--- src/rtl/timer_bank.sv ---
// Multi-channel countdown timer bank with shared prescaler and 32-bit uptime counter.
// Register-bus slave: addr[5:3] selects a channel (7 = global), addr[2:0] the register.

module timer_chan #(
   parameter int TW = 16
) (
   input  logic       clk,
   input  logic       rst_n,
   input  logic       sel,
   input  logic [2:0] reg_a,
   input  logic [7:0] dati,
   input  logic       we,
   input  logic       rd,
   input  logic       tick,
   output logic [7:0] rdata,
   output logic       irq_req
);
   localparam int NB = TW / 8;

   logic [TW-1:0] reload, count, snap;
   logic [31:0]   snap_w;
   logic          en, periodic, irq_en, expired;
   logic          wr_ctrl, load, wr_stat, snap_en;

   assign wr_ctrl = we && sel && (reg_a == 3'd4);
   assign load    = wr_ctrl && dati[7];
   assign wr_stat = we && sel && (reg_a == 3'd5);
   assign snap_en = rd && sel && (reg_a == 3'd0);
   assign snap_w  = 32'(snap);
   assign irq_req = expired && irq_en;

   // Statement order carries the same-cycle priorities: expiry overrides a status
   // clear, a ctrl load replaces the tick, and a ctrl write overrides the one-shot en drop.
   always_ff @(posedge clk) begin
      if (!rst_n) begin
         reload   <= '0;
         count    <= '0;
         snap     <= '0;
         en       <= 1'b0;
         periodic <= 1'b0;
         irq_en   <= 1'b0;
         expired  <= 1'b0;
      end else begin
         for (int b = 0; b < NB; b++)
            if (we && sel && (reg_a == 3'(b))) reload[8*b +: 8] <= dati;
         if (snap_en) snap <= count;
         if (wr_stat && dati[0]) expired <= 1'b0;
         if (load) begin
            count <= reload;
         end else if (tick && en) begin
            if (count > TW'(1)) begin
               count <= count - TW'(1);
            end else if (count == TW'(1)) begin
               expired <= 1'b1;
               count   <= periodic ? reload : '0;
               if (!periodic) en <= 1'b0;
            end
         end
         if (wr_ctrl) begin
            en       <= dati[0];
            periodic <= dati[1];
            irq_en   <= dati[2];
         end
      end
   end

   // Byte 0 is the live count; the upper bytes come from the snapshot taken with it.
   always_comb begin
      rdata = 8'h00;
      case (reg_a)
         3'd0:                rdata = count[7:0];
         3'd1, 3'd2, 3'd3:    rdata = snap_w[{reg_a[1:0], 3'b000} +: 8];
         3'd4:                rdata = {expired, 4'b0000, irq_en, periodic, en};
         3'd5:                rdata = {7'b0000000, expired};
         default:             rdata = 8'h00;
      endcase
   end
endmodule

module timer_bank #(
   parameter int CLK_HZ  = 50000000,
   parameter int TICK_HZ = 1000,
   parameter int CHN     = 4,
   parameter int TW      = 16
) (
   input  logic       clk,
   input  logic       rst_n,
   input  logic [5:0] addr,
   input  logic [7:0] dati,
   input  logic       we,
   input  logic       rd,
   output logic [7:0] dato,
   output logic       tick,
   output logic       irq
);
   localparam int DIV = CLK_HZ / TICK_HZ;
   localparam int PW  = (DIV > 1) ? $clog2(DIV) : 1;

   logic [2:0]            ch_a, reg_a;
   logic [PW-1:0]         pcnt;
   logic [31:0]           uptime, up_snap;
   logic                  g_sel, gclr, tick_i;
   logic [CHN-1:0][7:0]   ch_rdata;
   logic [CHN-1:0]        ch_irq;
   logic [7:0]            rnext;

   assign ch_a  = addr[5:3];
   assign reg_a = addr[2:0];
   assign g_sel = (ch_a == 3'd7);
   assign gclr  = we && g_sel && (reg_a == 3'd5);

   // A global clear on the terminal count swallows that tick.
   assign tick_i = rst_n && !gclr && (pcnt == PW'(DIV - 1));
   assign tick   = tick_i;

   always_ff @(posedge clk) begin
      if (!rst_n) begin
         pcnt   <= '0;
         uptime <= '0;
      end else if (gclr) begin
         pcnt   <= '0;
         uptime <= '0;
      end else if (tick_i) begin
         pcnt   <= '0;
         uptime <= uptime + 32'd1;
      end else begin
         pcnt   <= pcnt + PW'(1);
      end
   end

   always_ff @(posedge clk) begin
      if (!rst_n)
         up_snap <= '0;
      else if (rd && g_sel && (reg_a == 3'd0))
         up_snap <= uptime;
   end

   genvar g;
   generate
      for (g = 0; g < CHN; g++) begin : g_ch
         timer_chan #(.TW(TW)) u_chan (
            .clk     (clk),
            .rst_n   (rst_n),
            .sel     (ch_a == 3'(g)),
            .reg_a   (reg_a),
            .dati    (dati),
            .we      (we),
            .rd      (rd),
            .tick    (tick_i),
            .rdata   (ch_rdata[g]),
            .irq_req (ch_irq[g])
         );
      end
   endgenerate

   always_comb begin
      rnext = 8'h00;
      if (g_sel) begin
         case (reg_a)
            3'd0:             rnext = uptime[7:0];
            3'd1, 3'd2, 3'd3: rnext = up_snap[{reg_a[1:0], 3'b000} +: 8];
            default:          rnext = 8'h00;
         endcase
      end else begin
         for (int c = 0; c < CHN; c++)
            if (ch_a == 3'(c)) rnext = ch_rdata[c];
      end
   end

   always_ff @(posedge clk) begin
      if (!rst_n) begin
         dato <= 8'h00;
         irq  <= 1'b0;
      end else begin
         irq <= |ch_irq;
         if (rd) dato <= rnext;
      end
   end
endmodule

--- config.mk ---
export PLATFORM = sky130hd
export DESIGN_NAME = timer_bank
export DESIGN_NICKNAME = d
export VERILOG_FILES = /design/src/rtl/timer_bank.sv
export SDC_FILE = /design/constraint.sdc
export NUM_CORES = 1
export LEC_CHECK = 0
export ABC_CLOCK_PERIOD_IN_PS = 3200
export CAP_MARGIN = 15
export CORE_ASPECT_RATIO = 1.2
export CORE_MARGIN = 1.5
export CORE_UTILIZATION = 30
export CTS_CLUSTER_DIAMETER = 30
export DETAILED_ROUTE_END_ITERATION = 16
export HOLD_SLACK_MARGIN = 0.03
export SETUP_SLACK_MARGIN = 0.1
export SLEW_MARGIN = 40
export SYNTH_ARGS = -nofsm -noshare
export SYNTH_HDL_FRONTEND = slang
export SYNTH_SLANG_ARGS = --single-unit
--- constraint.sdc ---
create_clock -name clk -period 3.2 [get_ports clk]
set_clock_uncertainty 0.15 [all_clocks]
set_input_delay 0.64 -clock clk [delete_from_list [all_inputs] [get_ports clk]]
set_output_delay 0.64 -clock clk [all_outputs]
set_load 0.03 [all_outputs]
Word-level counts from Yosys, hierarchy flattened
Cells that the tools add are included.
Widths: inputs -> output; s select.
{"block": "totals", "regBits": 297, "latch_bits": 0, "ramBits": 0, "romBits": 0, "inputBits": 18, "memories": 0}
{"block": "op_classes", "add_sub_neg": 6, "n_mul": 0, "div_mod_pow": 0, "magnitude_cmp": 4, "eq_ne": 26, "n_shift": 5, "muxes": 74, "bitwise": 1, "reduce_logical": 81}
{"op": "$mux 16", "n": 20}
{"op": "$shiftx 32x6->8", "n": 5}
{"op": "$pmux 8 s4", "n": 4}
{"op": "$eq 16x1->1 const B", "n": 4}
{"op": "$gt 16x1->1 const B", "n": 4}
{"op": "$sub 16x1->16 const B", "n": 4}
{"op": "$logic_and 1x1->1", "n": 50}
{"op": "$mux 1", "n": 44}
{"op": "$mux 8", "n": 5}
{"op": "$add 32x1->32 const B", "n": 1}
{"op": "$reduce_bool 2->1", "n": 12}
{"op": "$reduce_and 5->1", "n": 4}
{"op": "$add 16x1->16 const B", "n": 1}
{"op": "$eq 16x16->1 const B", "n": 1}
{"op": "$ne 2x1->1 const B", "n": 8}
{"op": "$pmux 8 s2", "n": 1}
{"op": "$eq 3x2->1 const B", "n": 4}
{"op": "$reduce_bool 3->1", "n": 4}
{"op": "$eq 3x3->1 const B", "n": 3}
{"op": "$ne 2x2->1 const B", "n": 4}
{"op": "$reduce_and 2->1", "n": 4}
{"op": "$eq 3x1->1 const B", "n": 2}
{"op": "$logic_not 3->1", "n": 2}
{"op": "$reduce_or 3->1", "n": 2}
{"op": "4 further kinds", "n": 4}

Depth between registers and ports, before layout
{"block": "logic_depth", "word_depth": 10, "depth_mapped": 9, "ltp_nobuf": 7}

By module
A second synthesis with hierarchy kept.
{"block": "hier_totals", "cells_unflattened": 1667, "area_unflattened_um2": 13790.7}
{"mod": "timer_chan at g_ch[0].u_chan ...", "instances": 3, "cells_per_inst": 290, "area_per_inst_um2": 2478.6}
{"mod": "timer_bank", "instances": 1, "cells_per_inst": 495, "area_per_inst_um2": 3995.1}
{"mod": "timer_chan at g_ch[3].u_chan", "instances": 1, "cells_per_inst": 302, "area_per_inst_um2": 2359.8}

Worst setup path after synthesis
Ideal clock, no wire load.
{"block": "synth_path", "path_kind": "in2out", "startpoint": "input port addr[3]", "endpoint": "output port tick", "t_arrival_ns": 1.969, "t_required_ns": 2.410, "path_slack_ns": 0.441, "cell_stages": 5, "n_path_buf": 2, "path_cell_list": "clkbuf_1 -> nand3_1 -> o21ai_1 -> clkbuf_1 -> nor2_1"}
{"block": "synth_between", "elab_chain_cells": 6}
{"item": "from (decl)", "line": "88", "text": "input logic [5:0] addr,"}
{"item": "$eq 3x3->1", "line": "109", "text": "assign g_sel = (ch_a == 3'd7);"}
{"item": "$logic_and 1x1->1 (2 in series)", "line": "110", "text": "assign gclr = we && g_sel && (reg_a == 3'd5);"}
{"item": "$logic_not 1->1", "line": "113", "text": "assign tick_i = rst_n && !gclr && (pcnt == PW'(DIV - 1));"}
{"item": "$logic_and 1x1->1 (2 in series)", "line": "113"}
{"item": "to (decl)", "line": "93", "text": "output logic tick,"}
No other way between the ends.

Final worst setup path
{"block": "layout_path", "startpoint": "register pcnt[13]", "endpoint": "output port tick"}
{"block": "layout_between", "elab_chain_cells": 2}
{"item": "from (decl)", "line": "100", "text": "logic [PW-1:0] pcnt;"}
{"item": "from (signal assigned)", "line": "127", "text": "pcnt <= pcnt + PW'(1);"}
{"item": "$eq 16x16->1", "line": "113"}
{"item": "$logic_and 1x1->1", "line": "113"}
No other way between the ends.

==> impl_metrics.csv <==
group,metric,value,unit
finish,syn2layout_area_growth,28.5,%
clock_network,cts_tree,"done",
clock_network,clkLatencyLatePin,0.57,ns
logic_synthesis,ys_ff_latch,257,
worst_setup_path,worstPathRequired,2.41,ns
route,drtPass1Iterations,6,
floorplanning,start_util,30.4,%
floorplanning,io_pins,28,
clock_network,htreeDepth,3,
finish,diodes,0,
logic_synthesis,synthArstFlopShare,0,%
worst_setup_path,cp-start-kind,"flop",
place,portBuffers,27,
floorplanning,rows,84,
sta,slew_headroom,43.4,%
route,route.detailed.drc,0,
global_routing,antenna_found_initial,0,
sta,setup_tns,0,ns
power,leakagePower,0.00610,uW
sta,drv_slew,0,
sta,rsz0062_at_grt,"false",
finish,layout-drive-gt1-share,16.3,%
worst_setup_path,critical_path_buf_inv_count,1,
logic_synthesis,ys_types,84,
sta,hold_viol_final,0,
clock_network,root_buffer,"clkbuf_16",
route,drt-initial-drc-count,1292,
finish,fill_cells,4435,
worst_setup_path,worstPathArrival,2.24,ns
floorplanning,dieArea,0.0458,mm2
worst_setup_path,path_cells,"or4_4 > or4_4 > nor2_4 > buf_4",
logic_synthesis,syn_avg_cell_area,8.01,um2
route,dr_total_vias,13700,
finish,postLayoutCoreUtil,39.1,%
worst_setup_path,crit_top_cell,"or4_4",
worst_setup_path,cp-end-kind,"output port",
finish,final_nets,1768,
sta,finalCritPeriodShare,94.7,%
global_routing,track_usage,20.4,%
logic_synthesis,synth-edff-count,0,
global_routing,grt_max_degree,47,
logic_synthesis,syn_nets,1697,
sta,tightest_slew,0.847,ns
worst_setup_path,path_class,"reg -> out",
sta,fin_hold_ws,0.300,ns
floorplanning,coreArea,0.0439,mm2
power,max-vdd-ir-drop,0.301,mV
floorplanning,dieWidth,196,um
worst_setup_path,crit_slowest_cell,"or4_4",
clock_network,clkSlewWorstSetupHoldPaths,0.05,ns
worst_setup_path,worstPathMaxFanout,4,
hold_path,hold_class,"reg -> reg",
logic_synthesis,yosys_warnings,0,
finish,final_common_cell,"nand2_1",
clock_network,cts_sinks,257,
route,vias_per_cell,5.85,
global_routing,grt_overflow,0,
flow_run,drv_cap,0,
power,pwr_density_cell,611,mW/mm2
global_routing,grt_pass1_wl,74000,um
clock_network,cts_buffer_depth,3,
place,finalWeightedCongestion,0.918,
logic_synthesis,seq_area_frac_synth,38.5,%
logic_synthesis,syn_inst,1669,
clock_network,numCtsBuffers,67,
global_routing,grt_pass1_vias,13000,
sta,setup_viol,0,
logic_synthesis,ys.flop_type,"dfxtp_1",
place,dp_hpwl,32500,um
sta,final.min_clock_period,3.03,ns
worst_setup_path,rrSetupSlack,0.39,ns
status,status,"completed",
route,ant_nets,0,
route,wl,47200,um
sta,clock.fmax,330,MHz
route,wl_per_cell,20.1,um
worst_setup_path,max_stage_delay,0.57,ns
worst_setup_path,cp_top_family,"simple AND/OR/NAND/NOR gates",
floorplanning,die-height,234,um
finish,final_cell_mix,"284 x nand2_1, 257 x dfxtp_1, 175 x a21oi_1, 112 x buf_4, 98 x nor2_1",
logic_synthesis,netlist_area,0.0134,mm2
==> logic make-up (layout without fill, tap and decap cells) <==
family	Yosys count	in the layout	share of synthesized area, %
AOI/OAI and AO/OA	474	474	24.2
xor gates and xnor gates	30	30	1.97
adders and majority gates	10	10	0.936
buffers and inverters	174	294	5.11
DFF	257	257	38.5
muxes	40	40	4.06
and+or+nand+nor	684	684	25.2
==> final timing paths <==
path         startpoint                        to  cells past startpoint
max            pcnt[13]                      tick                      4
min          uptime[13]               up_snap[13]                      2
max reg2reg    pcnt[13]  g_ch[1].u_chan.count[12]                      7
min reg2reg  uptime[13]               up_snap[13]                      2
==> per-stage QoR <==
| step | power (uW) | area [um2] | std cells | setup slack (ns) |
|---|---|---|---|---|
| after floorplan | 3510 | 13400 | 1669 | 0.441 |
| after global placement | 3700 | 14800 | 2228 | -0.0735 |
| after detailed placement | 3700 | 14800 | 2228 | -0.117 |
| after CTS | 10600 | 17200 | 2347 | 0.129 |
| after global routing | 10800 | 17200 | 2348 | 0.109 |
| final | 10500 | 17200 | 2348 | 0.169 |
==> cell type report <==
type                       instances  area [um2]  area share (%)
tap                              559         699            4.07
inverter                          28         110           0.641
clock inverter                    28         358            2.08
clock buffer                      90        1970            11.4
sequential                       257        5140            29.9
multi-input combinational       1238        7620            44.3
timing repair buffer             148        1290            7.49
==> flip-flops by register name, indices dropped and copies added, names as in the netlist, 8 cells and up <==
name                cells
dato                    8
g_ch.u_chan.count      64
g_ch.u_chan.reload     64
g_ch.u_chan.snap       32
pcnt                   16
up_snap                24
uptime                 32
==> worst register-to-register path: stages (launching register included) <==
cell      delay [ns]
dfxtp_1         0.33
or4_4           0.57
or4_4           0.46
buf_4           0.17
buf_4           0.15
a211oi_2        0.49
o22ai_1         0.14
o221a_2         0.24
==> routing by layer <==
layer  vias to the layer above  global-route usage [%]  wire [um]
li1                       6383                       -          -
met4                         0                    9.86       1860
met1                      6589                    25.4      19600
met5                         -                       0          0
met2                       637                    33.7      22300
met3                       118                    4.10       3430
==> Yosys cell counts (all sizes together) (25+ instances only) <==
master / instances / area [um2]
a21oi: 176 / 881
o32ai: 42 / 368
nand4: 26 / 163
o21ai: 33 / 165
nor4: 26 / 205
or4: 30 / 229
nor3: 40 / 205
nand3: 80 / 400
mux2i: 25 / 250
nor2: 101 / 382
clkbuf: 122 / 459
dfxtp: 257 / 5140
inv: 28 / 105
a22oi: 60 / 450
nand2: 284 / 1070
==> repair_timing <==
item / CTS / global route
setup endpoints to repair: 1 / 1
gates resized for setup: 4 / 3
pin swaps: 1 / 1
setup buffers: 1 / 1
hold buffers: 0 / 0
==> where the power goes <==
group,total (uW),switching (uW),internal (uW)
sequential,3240,16.2,3230
combinational,410,278,132
clock,6850,2080,4770
total,10500,2380,8120
(Power assumes the default switching activity.)
